**src/rtl/serial_add_ctrl.sv**
```systemverilog
// Bit-serial adder controller: one full_adder is reused for a WIDTH-bit addition,
// one bit per clock, LSB first, with a registered carry between bit-steps.

module full_adder (
  input  logic a_in,
  input  logic b_in,
  input  logic c_in,
  output logic sum_out,
  output logic carry_out
);

  assign sum_out   = a_in ^ b_in ^ c_in;
  assign carry_out = (a_in & b_in) | (a_in & c_in) | (b_in & c_in);

endmodule

module serial_add_ctrl #(
  parameter int WIDTH = 8
) (
  input  logic             clock,
  input  logic             reset_n,
  input  logic             start_in,
  input  logic [WIDTH-1:0] a_in,
  input  logic [WIDTH-1:0] b_in,
  input  logic             c_in,
  output logic             busy_out,
  output logic             done_out,
  output logic [WIDTH-1:0] sum_out,
  output logic             carry_out
);

  localparam int CNT_W = 6;
  localparam logic [CNT_W-1:0] LAST_BIT = CNT_W'(WIDTH - 1);

  typedef enum logic [1:0] {
    IDLE = 2'd0,
    RUN  = 2'd1,
    DONE = 2'd2
  } state_e;

  state_e           state_q, state_d;
  logic [WIDTH-1:0] a_shift_q, a_shift_d;
  logic [WIDTH-1:0] b_shift_q, b_shift_d;
  logic [WIDTH-1:0] p_shift_q, p_shift_d;
  logic             carry_q, carry_d;
  logic [CNT_W-1:0] bit_cnt_q, bit_cnt_d;
  logic [WIDTH-1:0] sum_q, sum_d;
  logic             cout_q, cout_d;

  logic             fa_sum;
  logic             fa_carry;
  logic [WIDTH-1:0] p_next;

  full_adder u_full_adder (
    .a_in      (a_shift_q[0]),
    .b_in      (b_shift_q[0]),
    .c_in      (carry_q),
    .sum_out   (fa_sum),
    .carry_out (fa_carry)
  );

  // New sum bit enters from the MSB so that after WIDTH steps bit 0 sits at the LSB.
  assign p_next = (p_shift_q >> 1) | (WIDTH'(fa_sum) << (WIDTH - 1));

  // Next-state and datapath update for the three-state sequencer.
  always_comb begin
    state_d   = state_q;
    a_shift_d = a_shift_q;
    b_shift_d = b_shift_q;
    p_shift_d = p_shift_q;
    carry_d   = carry_q;
    bit_cnt_d = bit_cnt_q;
    sum_d     = sum_q;
    cout_d    = cout_q;
    case (state_q)
      IDLE, DONE: begin
        if (start_in) begin
          state_d   = RUN;
          a_shift_d = a_in;
          b_shift_d = b_in;
          p_shift_d = {WIDTH{1'b0}};
          carry_d   = c_in;
          bit_cnt_d = {CNT_W{1'b0}};
        end else begin
          state_d = IDLE;
        end
      end
      RUN: begin
        a_shift_d = a_shift_q >> 1;
        b_shift_d = b_shift_q >> 1;
        p_shift_d = p_next;
        carry_d   = fa_carry;
        bit_cnt_d = bit_cnt_q + {{(CNT_W-1){1'b0}}, 1'b1};
        if (bit_cnt_q == LAST_BIT) begin
          state_d = DONE;
          sum_d   = p_next;
          cout_d  = fa_carry;
        end else begin
          state_d = RUN;
        end
      end
      default: begin
        state_d = IDLE;
      end
    endcase
  end

  // State and datapath registers, all cleared asynchronously.
  always_ff @(posedge clock or negedge reset_n) begin
    if (!reset_n) begin
      state_q   <= IDLE;
      a_shift_q <= {WIDTH{1'b0}};
      b_shift_q <= {WIDTH{1'b0}};
      p_shift_q <= {WIDTH{1'b0}};
      carry_q   <= 1'b0;
      bit_cnt_q <= {CNT_W{1'b0}};
      sum_q     <= {WIDTH{1'b0}};
      cout_q    <= 1'b0;
    end else begin
      state_q   <= state_d;
      a_shift_q <= a_shift_d;
      b_shift_q <= b_shift_d;
      p_shift_q <= p_shift_d;
      carry_q   <= carry_d;
      bit_cnt_q <= bit_cnt_d;
      sum_q     <= sum_d;
      cout_q    <= cout_d;
    end
  end

  assign busy_out  = (state_q == RUN);
  assign done_out  = (state_q == DONE);
  assign sum_out   = sum_q;
  assign carry_out = cout_q;

endmodule

```
**config.mk**
```make
export PLATFORM = sky130hd
export DESIGN_NAME = serial_add_ctrl
export DESIGN_NICKNAME = d
export VERILOG_FILES = /design/src/rtl/serial_add_ctrl.sv
export SDC_FILE = /design/constraint.sdc
export NUM_CORES = 1
export LEC_CHECK = 0
export CORE_MARGIN = 2
export CORE_UTILIZATION = 51
export CTS_BUF_LIST = sky130_fd_sc_hd__clkbuf_8 sky130_fd_sc_hd__clkbuf_16
export DETAILED_ROUTE_END_ITERATION = 16
export HOLD_SLACK_MARGIN = 0.02
export PLACE_DENSITY = 0.83
export SLEW_MARGIN = 20
export SYNTH_ARGS = -nofsm -noshare
export SYNTH_HDL_FRONTEND = slang
export SYNTH_SLANG_ARGS = --single-unit
```
**constraint.sdc**
```tcl
create_clock -name clock -period 1.78 [get_ports clock]
set_input_delay 0.356 -clock clock [delete_from_list [all_inputs] [get_ports clock]]
set_output_delay 0.356 -clock clock [all_outputs]
set_load 0.05 [all_outputs]
```
==> flow_summary_export.csv <==
group,metric,value,unit
outcome,outcome,"finished, final reports clean",
power_and_ir_drop,cellInternalPower,2.45,mW
logic_synthesis,synth_top_cell_by_area,"dfrtp_1",
placement,place_area,0.00209,sq mm
detailed_routing,via_per_inst,5.65,
layout,final-seq-area,0.00103,sq mm
worst_setup_path,crit_type,"reg -> out",
sta,max-slew-margin-rel,61.3,%
layout,drive_gt1_share,22.3,%
floorplanning,io_pins,31,
logic_synthesis,synth-edff-count,0,
worst_setup_path,cp.required,1420,ps
clock_tree,cts_setup_buffers,0,
worst_setup_path,critPathArrivalTime,1330,ps
worst_setup_path,r2r_slack,190,ps
logic_synthesis,netlist_area,0.00177,sq mm
worst_setup_path,reg2reg_from,"bit_cnt_q[3]",
floorplanning,rows,21,
layout,final_area,0.00217,sq mm
run,maxCapViolCount,0,
sta,hold_viol_final,0,
logic_synthesis,synth_seq_cells,41,
power_and_ir_drop,switchingPower,1.51,mW
global_route,grt_pass1_vias,1148,
logic_synthesis,synth_top_family_by_area,"compound AO/OA/AOI/OAI gates",
sta,slew_viol_final,0,
detailed_routing,vias,1146,
sta,worstMarginPinSlew,579,ps
sta,setup_viol_count_final,0,
placement,place_ws,-261,ps
detailed_routing,drc_errors,0,
sta,fin_ws,98.6,ps
clock_tree,htreeDepth,2,
clock_tree,numCtsBuffers,5,
logic_synthesis,synth_xor_area_share,0.989,%
floorplanning,die_x,62.9,um
logic_synthesis,ys.flop_type,"dfrtp_1",
power_and_ir_drop,power.share.clock,14.0,%
power_and_ir_drop,irDropWorstVdd,0.719,mV
floorplanning,start_util,53.1,%
placement,hpwl,2.29,mm
layout,utilization,64.9,%
sta,finalWorstPathRequiredPeriod,1680,ps
clock_tree,clock_path_buffers,2,
detailed_routing,ant_nets,0,
layout,n_antenna_cell,0,
layout,most-common-layout-cells,"dfrtp_1 (41), a22o_1 (27), clkdlybuf4s50_1 (18)",
clock_tree,root_buffer,"clkbuf_8",
sta,fmax,0.595,GHz
logic_synthesis,syn_nets,147,
global_route,grt_max_degree,27,
logic_synthesis,yosys.area_share.simple,5.80,%
sta,grt_setup_unrepaired,"false",
clock_tree,clk_latency,290,ps
power_and_ir_drop,combPwrFrac,45.4,%
sta,clock_skew,6.07,ps
logic_synthesis,muxShareOfSynthArea,9.33,%
worst_setup_path,critPathMaxFanout,8,
logic_synthesis,yosysWarnings,0,
worst_setup_path,start_kind,"flip-flop",
worst_setup_path,reg2regPathDepth,3,
layout,multi_input_area,679,sq um
logic_synthesis,synthArstFlopShare,100,%
floorplanning,dieArea,0.00396,sq mm
placement,port_buffers,30,
logic_synthesis,netlist.area_leader.share,58.0,%
global_route,grt_overflow,0,
layout,layout_commonest_cell,"dfrtp_1",
global_route,antenna_found_initial,0,
floorplanning,die_h,62.9,um
worst_setup_path,end_kind,"primary output",
clock_tree,cts_resized,0,
logic_synthesis,synthTopCellsByArea,"dfrtp_1 (58%), a22o_1 (13%), mux2_4 (7.6%)",
logic_synthesis,synth_compound_area_share,20.1,%
layout,fill_cells,276,
floorplanning,core_area,0.00334,sq mm
detailed_routing,drt_iter0_markers,54,
power_and_ir_drop,swShare,38.1,%
clock_tree,clock-sinks,41,
layout,area_growth,22.4,%
detailed_routing,wire_per_inst,15.9,um
placement,routabilityCongestion,0.715,
power_and_ir_drop,seqPwrFrac,40.6,%
logic_synthesis,syn_inst,125,
power_and_ir_drop,leakagePower,1.11,nW
logic_synthesis,synth-adder-area-share,1.84,%
global_route,grt_usage,18.4,%
worst_setup_path,timing.rr.end,"sum_out[4]",
clock_tree,cts.clk_slew.worst_paths,70,ps
logic_synthesis,yosysSeqAreaShare,58.0,%
power_and_ir_drop,power_density,1830,mW/mm^2
detailed_routing,drtPass1Iterations,4,
hold_path,hold_class,"in -> async",
detailed_routing,wl,3.23,mm
global_route,grt_pass1_wl,5.51,mm
sta,fin_crit_sh,94.5,%
layout,nets,180,
logic_synthesis,synthDistinctLibCells,25,
clock_tree,cts_tree,"done",
logic_synthesis,syn_avg_cell_area,14.2,sq um
clock_tree,cts_hold_buf,0,
kinds of logic (layout without fill, tap and decap cells):
family / after synthesis / after routing
AOI/OAI and AO/OA: 43 / 43
DFF: 41 / 41
and+or+nand+nor: 16 / 16
muxes: 12 / 12
buffers and inverters: 9 / 41
adders and majority gates: 2 / 2
xor gates and xnor gates: 2 / 2
power by group through the flow:
stage / registers (mW) / logic, mW / clock network (mW)
after floorplan: 1.83 / 1.15 / 0
after global placement: 1.59 / 1.73 / 0
after detailed placement: 1.63 / 1.80 / 0
after CTS: 1.61 / 1.81 / 0.567
after global routing: 1.66 / 1.94 / 0.615
final: 1.61 / 1.80 / 0.555
worst max-delay path: stages, from the launching register on:
cell and delay (ps):
dfrtp_1 430, nor2b_4 260, buf_4 200, buf_12 140
worst max-delay path by stage:
stage | slack [ps] | to | startpoint | depth (start not counted)
5_1_grt | 30 | busy_out | state_q[0] | 3
3_3_place_gp | -180 | bit_cnt_q[4] | start_in | 4
6_report | 100 | busy_out | state_q[0] | 3
2_1_floorplan | 370 | carry_out | bit_cnt_q[3] | 4
3_5_place_dp | -260 | bit_cnt_q[4] | start_in | 4
4_1_cts | 40 | bit_cnt_q[4] | start_in | 4
metal layers:
layer	up-vias	share of wire (%)	wire length (um)	track usage (%)
li1	529	-	-	-
met1	577	44	1410	23.5
met3	8	4.8	156	4.68
met4	0	2.0	65	9.17
met5	-	0	0	0
met2	32	49	1600	29.0
per-stage QoR:
| step | total power [mW] | TNS (ps) | std cells | hold slack, ps |
|---|---|---|---|---|
| 4_1_cts | 3.98 | 0 | 203 | 46.2 |
| 2_1_floorplan | 2.97 | 0 | 125 | 60.4 |
| 6_report | 3.96 | 0 | 203 | 28.5 |
| 3_3_place_gp | 3.32 | -3920 | 197 | 349 |
| 3_5_place_dp | 3.43 | -5690 | 197 | 365 |
| 5_1_grt | 4.22 | 0 | 203 | 71.1 |
synthesized netlist by cell type, drive strengths merged (2+ instances only):
cell type,n
nor2,2
a22o,27
mux2i,3
nand4,2
nand3,2
a21o,16
nand2,2
nor2b,3
dfrtp,41
mux2,9
xnor2,2
buf,8
layout make-up:
class	count	area share, %
Sequential cell	41	47.3
Tap cell	46	2.66
Clock inverter	1	0.231
Multi-Input combinational cell	75	31.4
Clock buffer	5	3.18
Timing Repair Buffer	35	15.2
state kept, by name, summed over array words and instances, names as in the netlist:
register   count
a_shift_q      8
b_shift_q      8
bit_cnt_q      6
carry_out      1
carry_q        1
p_shift_q      7
state_q        2
sum_out        8
Power figures use the tool's default switching activity.
